`config.mk`:
```
export PLATFORM = sky130hd
export DESIGN_NAME = vin_adc_scheduler
export DESIGN_NICKNAME = d
export VERILOG_FILES = /design/src/rtl/vin_adc_scheduler.sv
export SDC_FILE = /design/constraint.sdc
export NUM_CORES = 1
export LEC_CHECK = 0
export ABC_AREA = 1
export ABC_CLOCK_PERIOD_IN_PS = 3800
export BUFFER_PORTS_ARGS = -buffer_cell sky130_fd_sc_hd__buf_2
export CAP_MARGIN = 30
export CELL_PAD_IN_SITES_DETAIL_PLACEMENT = 1
export CELL_PAD_IN_SITES_GLOBAL_PLACEMENT = 2
export CORE_UTILIZATION = 30
export CTS_CLUSTER_SIZE = 40
export DETAILED_ROUTE_END_ITERATION = 10
export PLACE_DENSITY = 0.83
export SKIP_CTS_REPAIR_TIMING = 1
export SLEW_MARGIN = 20
export SYNTH_ARGS = -nofsm -noshare
export SYNTH_HDL_FRONTEND = slang
export SYNTH_SLANG_ARGS = --single-unit
```
`constraint.sdc`:
```
create_clock -name clk -period 3.8 [get_ports clk]
set_clock_uncertainty 0.05 [all_clocks]
set_input_delay 0 -clock clk [delete_from_list [all_inputs] [get_ports clk]]
set_output_delay 0 -clock clk [all_outputs]
set_load 0.01 [all_outputs]
```
`src/rtl/vin_adc_scheduler.sv`:
```
// rtl/vin_adc_scheduler.sv - round-robin 4-channel ADC conversion scheduler (optional averaging: VIN_ADC_SCHED_AVG_EN)
module vin_adc_scheduler #(
  parameter logic [15:0] GAP_CYCLES    = 16'd1000,
  parameter logic [15:0] START_TIMEOUT = 16'd255,
  parameter logic [23:0] CONV_TIMEOUT  = 24'd2000000
) (
  input  logic        clk,
  input  logic        rst,
  input  logic [3:0]  chan_mask,
  input  logic        err_clear,
  output logic        adc_enable,
  output logic [1:0]  adc_channel,
  input  logic [15:0] adc_data,
  input  logic        adc_ready,
  output logic [31:0] adc0,
  output logic [31:0] adc1,
  output logic [31:0] adc2,
  output logic [31:0] adc3,
  output logic [3:0]  sample_valid,
  output logic [3:0]  timeout_err,
  output logic        busy
);

  typedef enum logic [2:0] {
    IDLE, SELECT, WAIT_START, WAIT_DONE, RELEASE, GAP
  } state_t;

  state_t           state, stateNext;
  logic [1:0]       lastCh;
  logic [1:0]       nextCh;
  logic             nextValid;
  logic [23:0]      wdCnt;
  logic [15:0]      gapCnt;
  logic             capture;
  logic             timeoutHit;
  logic [11:0]      clamped;
  logic [3:0][11:0] resultReg;
  logic             unusedLowBits;

  // Negative engine readings clamp to zero; otherwise keep the 12-bit window below the sign bit.
  assign clamped       = adc_data[15] ? 12'd0 : adc_data[14:3];
  assign unusedLowBits = ^adc_data[2:0];

  assign adc0 = {20'd0, resultReg[0]};
  assign adc1 = {20'd0, resultReg[1]};
  assign adc2 = {20'd0, resultReg[2]};
  assign adc3 = {20'd0, resultReg[3]};
  assign busy = (state != IDLE);

  // Pick the first enabled channel after the last served one; lastCh itself has lowest priority.
  always_comb begin
    logic [1:0] cand;
    cand      = 2'd0;
    nextCh    = lastCh;
    nextValid = 1'b0;
    for (int i = 4; i >= 1; i--) begin
      cand = lastCh + 2'(i);
      if (chan_mask[cand]) begin
        nextCh    = cand;
        nextValid = 1'b1;
      end
    end
  end

  // State register.
  always_ff @(posedge clk or posedge rst) begin
    if (rst) state <= IDLE;
    else     state <= stateNext;
  end

  // Next-state logic plus capture/timeout strobes.
  always_comb begin
    stateNext  = state;
    capture    = 1'b0;
    timeoutHit = 1'b0;
    case (state)
      IDLE:       if (chan_mask != 4'd0) stateNext = SELECT;
      SELECT:     stateNext = nextValid ? WAIT_START : IDLE;
      WAIT_START: begin
        if (!adc_ready) begin
          stateNext = WAIT_DONE;
        end else if (wdCnt == {8'd0, START_TIMEOUT}) begin
          timeoutHit = 1'b1;
          stateNext  = RELEASE;
        end
      end
      WAIT_DONE: begin
        if (adc_ready) begin
          capture   = 1'b1;
          stateNext = RELEASE;
        end else if (wdCnt == CONV_TIMEOUT) begin
          timeoutHit = 1'b1;
          stateNext  = RELEASE;
        end
      end
      RELEASE:    stateNext = (GAP_CYCLES == 16'd0) ? SELECT : GAP;
      GAP:        if (gapCnt == GAP_CYCLES - 16'd1) stateNext = SELECT;
      default:    stateNext = IDLE;
    endcase
  end

  // Engine request handshake, watchdog and inter-conversion gap counter.
  always_ff @(posedge clk or posedge rst) begin
    if (rst) begin
      lastCh      <= 2'd3;
      adc_channel <= 2'd0;
      adc_enable  <= 1'b0;
      wdCnt       <= 24'd0;
      gapCnt      <= 16'd0;
    end else begin
      if (state == SELECT) wdCnt <= 24'd0;
      else if (state == WAIT_START) wdCnt <= adc_ready ? wdCnt + 24'd1 : 24'd0;
      else if (state == WAIT_DONE) wdCnt <= wdCnt + 24'd1;

      if (state == SELECT && nextValid) begin
        adc_channel <= nextCh;
        lastCh      <= nextCh;
        adc_enable  <= 1'b1;
      end else if (stateNext == RELEASE) begin
        adc_enable <= 1'b0;
      end

      if (state == RELEASE) gapCnt <= 16'd0;
      else if (state == GAP) gapCnt <= gapCnt + 16'd1;
    end
  end

  // Sticky per-channel watchdog flags; a fresh timeout beats a simultaneous clear.
  always_ff @(posedge clk or posedge rst) begin
    if (rst) timeout_err <= 4'd0;
    else     timeout_err <= (err_clear ? 4'd0 : timeout_err) |
                            (timeoutHit ? (4'b0001 << adc_channel) : 4'd0);
  end

`ifdef VIN_ADC_SCHED_AVG_EN
  logic [3:0][13:0] accSum;
  logic [3:0][1:0]  accCnt;
  logic [3:0]       maskPrev;
  logic [13:0]      sumNew;

  assign sumNew = accSum[adc_channel] + {2'b00, clamped};

  // Four-sample averaging per channel; any mask change or a timeout discards partial sums.
  always_ff @(posedge clk or posedge rst) begin
    if (rst) begin
      resultReg    <= '0;
      sample_valid <= 4'd0;
      accSum       <= '0;
      accCnt       <= '0;
      maskPrev     <= 4'd0;
    end else begin
      sample_valid <= 4'd0;
      maskPrev     <= chan_mask;
      if (chan_mask != maskPrev) begin
        accSum <= '0;
        accCnt <= '0;
      end else if (capture) begin
        if (accCnt[adc_channel] == 2'd3) begin
          resultReg[adc_channel]    <= sumNew[13:2];
          sample_valid[adc_channel] <= 1'b1;
          accSum[adc_channel]       <= 14'd0;
          accCnt[adc_channel]       <= 2'd0;
        end else begin
          accSum[adc_channel] <= sumNew;
          accCnt[adc_channel] <= accCnt[adc_channel] + 2'd1;
        end
      end else if (timeoutHit) begin
        accSum[adc_channel] <= 14'd0;
        accCnt[adc_channel] <= 2'd0;
      end
    end
  end
`else
  // Every capture publishes straight to the channel's result register.
  always_ff @(posedge clk or posedge rst) begin
    if (rst) begin
      resultReg    <= '0;
      sample_valid <= 4'd0;
    end else begin
      sample_valid <= 4'd0;
      if (capture) begin
        resultReg[adc_channel]    <= clamped;
        sample_valid[adc_channel] <= 1'b1;
      end
    end
  end
`endif

endmodule

```
==> results.py, run 1 <==
metrics = {
    "sta": {
        "final_hold_viol_count": 0,
        "holdWs_ns": 0.04148,
        "min_period_ns": 2.135,
        "setup-tns-final_ns": 0,
        "tightest_slew_ns": 0.9149,
        "max_freq_ghz": 0.4683,
        "drv_slew": 0,
        "rsz0062_at_grt": "false",
        "slew_headroom_pct": 38.81,
        "setup_ws_ns": 1.665,
        "setup_violations": 0,
        "period_share_pct": 56.19,
    },
    "detailed_routing": {
        "final_antenna_net_count": 0,
        "vias": 4573,
        "drt-total-wl_um": 14700,
        "routedWlPerCell_um": 14.20,
        "drtIter0Drc": 154,
        "dr.pass1.iters": 4,
        "via_per_inst": 4.418,
        "drc": 0,
    },
    "placed_design": {
        "place_area_um2": 6410,
        "post-place-ws_ns": 1.659,
        "dp_hpwl_um": 11000,
        "gp_congestion": 0.8000,
        "dp_cells": 1016,
        "io_buffers": 80,
    },
    "logic_synthesis": {
        "yosys.area_share.adder_pct": 0.6228,
        "syn_area_um2": 6027,
        "synth_top_area_share_pct": 42.35,
        "synth_cell_type_count": 42,
        "syn-instance-count": 679,
        "yosysWarnings": 0,
        "synth_seq_cells": 104,
        "synth_mux_area_share_pct": 10.65,
        "ys_dominant_reg_cell": "dfrtp_1",
        "synthArstFlopShare_pct": 100.0,
        "synth_top_family_by_area": "simple AND/OR/NAND/NOR gates",
        "synthSimpleGateAreaFrac_pct": 21.28,
        "synth_seq_area_share_pct": 43.22,
        "synth.largest_area_cell": "dfrtp_1",
        "synth-compound-area-share_pct": 6.456,
        "synth_xor_area_share_pct": 1.017,
        "syn_avg_cell_area_um2": 8.876,
        "yosysMostFrequentCell": "nand2_1",
        "synth_edf_count": 0,
        "synth_top_cells_by_area": "dfrtp_1 (42%), buf_4 (10%), nand2_1 (8.1%)",
        "yosys-top-cells-count": "nand2_1 (130), dfrtp_1 (102), buf_4 (81)",
    },
    "die": {
        "die_w_um": 143.7,
        "die_area_um2": 20660,
        "row_count": 51,
        "core-area_um2": 19590,
        "start_util_pct": 30.77,
        "pin_count": 164,
        "die_h_um": 143.7,
    },
    "min_path": {
        "worstHoldPathType": "in2reg",
    },
    "pwr": {
        "ir_worst_vdd_mv": 0.2003,
        "internal-power_mw": 1.602,
        "pwr-share-comb_pct": 4.6,
        "power_frac_clock_pct": 44.7,
        "p_switching_mw": 0.5801,
        "powerDensity_nw_per_um2": 322.8,
        "p_leak_nw": 3.762,
        "pwr-share-seq_pct": 50.7,
        "swShare_pct": 26.59,
    },
    "clock_tree": {
        "cts.clk_slew.worst_paths_ns": 0.08,
        "h-tree-depth": 3,
        "cts_max_path_buffers": 2,
        "root_buffer": "clkbuf_16",
        "cts.sink_count": 104,
        "cts_tree": "yes",
        "cts_buffers": 9,
        "clk_latency_ns": 0.36,
    },
    "global_route": {
        "first_global_vias": 4485,
        "grt_pass1_wl_um": 23810,
        "antenna_found_initial": 0,
        "grt_usage_pct": 14.91,
        "grt_max_degree": 46,
        "grt-ovfl-total": 0,
    },
    "worst_setup_path": {
        "end_kind": "flop",
        "critPathRequiredTime_ns": 4.01,
        "cp_cell_sequence": "inv_2 -> nand2_2 -> nor2_4 -> nand2_4 -> nor3_4 -> mux2_2",
        "cp.arrival_ns": 2.34,
        "critPathLaunchType": "flop",
        "cp_slowest_stage_delay_ns": 0.71,
        "worstPathMaxFanout": 13,
        "criticalPathCategory": "reg2reg",
        "critPathSlowestCell": "nor3_4",
    },
    "outcome": {
        "status": "completed",
    },
    "finish": {
        "syn_to_final_growth_pct": 12.14,
        "fin_nets": 792,
        "drive_gt1_share_pct": 22.73,
        "antenna_cells": 0,
        "stdcell_count": 1035,
        "design_area_um2": 6759,
    },
    "flow_run": {
        "maxCapViolCount": 0,
    },
}
-- critical path, delay by kind of cell, from the launching register on --
family | cells | cell delay, ns
DFF | 1 | 0.43
muxes | 1 | 0.42
buffers and inverters | 1 | 0.11
and+or+nand+nor | 4 | 1.02
-- power by group through the flow --
| stage | clock [mW] | sequential (mW) | combinational [mW] |
|---|---|---|---|
| finish | 0.976 | 1.11 | 0.101 |
| global route | 1.04 | 1.11 | 0.117 |
| CTS | 1.01 | 1.11 | 0.0992 |
| detailed placement | 0 | 1.13 | 0.0989 |
| global placement | 0 | 1.13 | 0.0938 |
| floorplan | 0 | 1.13 | 0.128 |
-- registers in the layout, indices dropped and copies added (netlist names) --
name and count:
adc0 12, adc1 12, adc2 12, adc3 12
adc_channel 2, adc_enable 1, gapCnt 16, lastCh 2
sample_valid 4, state 3, timeout_err 4, wdCnt 24
-- placed cells by master (no fill, tap or decap), types with 4 or more instances in the layout --
cell type	count
buf_2	80
o211ai_1	4
dfrtp_1	102
mux2_2	21
mux2_4	27
xor2_1	6
nand2_1	130
inv_1	77
conb_1	80
clkbuf_16	9
inv_2	4
o22ai_1	11
clkinv_8	4
nor2_1	57
nor2_2	7
o21ai_0	25
nor3_1	13
a21oi_1	12
nand3_1	28
nand4_1	26
o21ai_1	5
-- layout make-up --
| type | instances | area, um^2 |
|---|---|---|
| sequential | 104 | 2605 |
| inverter | 82 | 310.3 |
| clock buffer | 9 | 225.2 |
| clock inverter | 7 | 93.84 |
| multi-input combinational | 481 | 2713 |
| tap | 265 | 331.6 |
| timing repair buffer | 87 | 480.5 |
| fill | 2371 | 12830 |
-- final timing paths --
kind / from / to / slack [ns] / depth (start not counted)
worst min-delay path: chan_mask[1] / state[1] / 0.04 / 5
worst max-delay path: state[2] / adc2[11] / 1.66 / 6
min in group asynchronous: rst / adc0[8] / 0.16 / 3
max in group asynchronous: rst / lastCh[0] / 2.47 / 5
worst max register to register: state[2] / adc2[11] / 1.66 / 6
worst min register to register: timeout_err[2] / timeout_err[2] / 0.45 / 2
-- through the flow --
step	power (mW)	util [%]
floorplan	1.256	-
global placement	1.222	32.58
detailed placement	1.227	32.72
CTS	2.211	34.35
global route	2.261	34.50
finish	2.182	34.50
-- per-layer routing --
metal | track usage, % | vias up | part of all wire, %
met1 | 19.88 | 2212 | 47
met5 | 0 | - | 0
met2 | 24.40 | 106 | 48
met4 | 4.591 | 0 | 1.1
li1 | - | 2241 | -
met3 | 2.699 | 14 | 4.0
-- kinds of logic (layout without fill, tap and decap cells) --
| logic type | count (synthesis) | after routing |
|---|---|---|
| xor+xnor | 7 | 7 |
| simple gates | 276 | 276 |
| other cells | 1 | 80 |
| buf+inv | 173 | 185 |
| compound gates | 67 | 67 |
| fa+ha+maj | 3 | 3 |
| flops | 104 | 104 |
| mux | 48 | 48 |
No activity file was read; power rests on OpenSTA's default activity.
==> inputs of run 2 (changes only) <==
--- a/config.mk
+++ b/config.mk
@@ -6,7 +6,7 @@
 export NUM_CORES = 1
 export LEC_CHECK = 0
 export ABC_AREA = 1
-export ABC_CLOCK_PERIOD_IN_PS = 3800
+export ABC_CLOCK_PERIOD_IN_PS = 2230
 export BUFFER_PORTS_ARGS = -buffer_cell sky130_fd_sc_hd__buf_2
 export CAP_MARGIN = 30
 export CELL_PAD_IN_SITES_DETAIL_PLACEMENT = 1
==> constraint.sdc (replaced) <==
create_clock -name clk -period 2.23 [get_ports clk]
set_clock_uncertainty 0.05 [all_clocks]
set_input_delay 0 -clock clk [delete_from_list [all_inputs] [get_ports clk]]
set_output_delay 0 -clock clk [all_outputs]
set_load 0.01 [all_outputs]
==> run 2 against run 1 <==
The flow now finishes with violations (hold timing). Power increased by 70%. Worst setup slack got worse by 1.3 ns. Hold slack got worse by 0.060 ns. Register-to-register slack got worse by 1.3 ns. Sequential share of layout area decreased by 0.12 points. Final cell count increased by 0.29%. Die area unchanged. Sequential cell count unchanged. Sequential power increased by 69%. Via count increased by 0.52%. Count of clock-buffer cells in the layout unchanged. Critical path type unchanged. Largest power group unchanged. Highest routed layer unchanged.
==> results.py, run 2 (synthesis results as in run 1) <==
metrics = {
    "worst_setup_path": {
        "critPathRequiredTime_ns": 2.43,
        "critPathSlowestCell": "dfrtp_1",
        "cp_slowest_stage_delay_ns": 0.42,
        "critPathLaunchType": "flop",
        "path_buf_inv": 0,
        "critPathMostFrequentCell": "nand4_1",
        "criticalPathCategory": "reg2reg",
        "worstPathMaxFanout": 6,
        "end_kind": "flop",
        "cp.arrival_ns": 2.11,
        "cp_cell_sequence": "ha_1 -> nand2_1 -> nor2_4 -> nand4_1 -> nor2_2 -> nand4_1 -> nand3_1 -> o21ai_0",
        "crit_family": "simple AND/OR/NAND/NOR gates",
    },
    "sta": {
        "holdWs_ns": -0.01856,
        "tightest_slew_ns": 0.7295,
        "final_hold_viol_count": 1,
        "period_share_pct": 85.81,
        "setup-tns-final_ns": 0,
        "setup_violations": 0,
        "min_period_ns": 1.913,
        "slew_headroom_pct": 51.26,
        "max_freq_ghz": 0.5226,
        "rsz0062_at_grt": "false",
        "drv_slew": 0,
    },
    "detailed_routing": {
        "vias": 4597,
        "met3_length_um": 596,
        "highest_layer": "met4",
        "drt-total-wl_um": 14560,
        "via_per_inst": 4.429,
        "drc": 0,
        "drtIter0Drc": 153,
        "route.met2.wl_um": 7006,
        "routedWlPerCell_um": 14.03,
        "dr.pass1.iters": 4,
        "drt-met1-wl_um": 6814,
        "final_antenna_net_count": 0,
    },
    "placed_design": {
        "dp_hpwl_um": 10890,
        "gp_congestion": 0.7773,
        "io_buffers": 80,
    },
    "global_route": {
        "grt_pass1_wl_um": 23730,
        "antenna_found_initial": 0,
        "grt_max_degree": 46,
        "grt_usage_pct": 14.81,
        "grt-ovfl-total": 0,
        "first_global_vias": 4519,
    },
    "finish": {
        "layout_common_cells": "nand2_1 (130), dfrtp_1 (102), conb_1 (80), buf_2 (80), inv_1 (77)",
        "reg.largest.list": "wdCnt x24, gapCnt x16",
        "drive_gt1_share_pct": 23.16,
        "antenna_cells": 0,
        "mostFrequentLayoutCell": "nand2_1",
        "fin_nets": 795,
        "syn_to_final_growth_pct": 12.50,
        "largest_reg_flops": 24,
        "regMostFlops": "wdCnt",
    },
    "outcome": {
        "status": "finished, violations left",
        "violations": "hold timing",
    },
    "clock_tree": {
        "root_buffer": "clkbuf_16",
        "h-tree-depth": 3,
        "cts.clk_slew.worst_paths_ns": 0.08,
        "cts_buffers": 9,
        "cts_tree": "yes",
        "cts.sink_count": 104,
        "clk_latency_ns": 0.36,
        "cts_max_path_buffers": 2,
    },
    "min_path": {
        "worstHoldPathType": "in2reg",
    },
    "die": {
        "die_h_um": 143.7,
        "core-area_um2": 19590,
        "row_count": 51,
        "pin_count": 164,
        "start_util_pct": 30.77,
        "die_w_um": 143.7,
        "die_area_um2": 20660,
    },
    "pwr": {
        "powerDensity_nw_per_um2": 547.4,
        "p_leak_nw": 3.774,
        "ir_worst_vdd_mv": 0.3332,
    },
    "flow_run": {
        "maxCapViolCount": 0,
    },
}
-- run 2: final timing paths --
path | startpoint | endpoint | slack [ns] | depth (start not counted)
worst min-delay path | adc_ready | state[0] | -0.02 | 2
worst min register to register | timeout_err[2] | timeout_err[2] | 0.44 | 2
min in group asynchronous | rst | adc2[8] | 0.27 | 3
worst max-delay path | wdCnt[0] | wdCnt[18] | 0.32 | 8
max in group asynchronous | rst | lastCh[1] | 1.14 | 4
worst max register to register | wdCnt[0] | wdCnt[18] | 0.32 | 8
-- run 2: per-stage QoR --
step / cell area [um^2] / total power, mW / util (%) / setup slack, ns / std cells
after floorplan: 6327 / 2.141 / - / 0.6136 / 758
after global routing: 6780 / 3.854 / 34.61 / 0.08340 / 1038
after detailed placement: 6446 / 2.089 / 32.91 / 0.3322 / 1020
after global placement: 6446 / 2.088 / 32.91 / 0.3760 / 1020
final: 6780 / 3.711 / 34.61 / 0.3165 / 1038
after CTS: 6760 / 3.770 / 34.51 / 0.3216 / 1036
-- run 2: final cells by class --
class / instances / area, um^2
Fill cell: 2410 / 12810
Multi-Input combinational cell: 481 / 2713
Sequential cell: 104 / 2605
Timing Repair Buffer: 90 / 505.5
Tap cell: 265 / 331.6
Inverter: 82 / 311.5
Clock buffer: 9 / 225.2
Clock inverter: 7 / 88.84
-- run 2: routing by layer --
metal | vias to the layer above | track usage (%)
li1 | 2237 | -
met1 | 2246 | 19.63
met2 | 101 | 24.48
met3 | 13 | 2.899
met4 | 0 | 4.031
met5 | - | 0
-- run 2: where the power goes --
| part | internal, mW | total [mW] | switching, mW |
|---|---|---|---|
| Sequential | 1.88 | 1.88 | 0 |
| Combinational | 0.0324 | 0.169 | 0.137 |
| Clock | 0.817 | 1.66 | 0.842 |
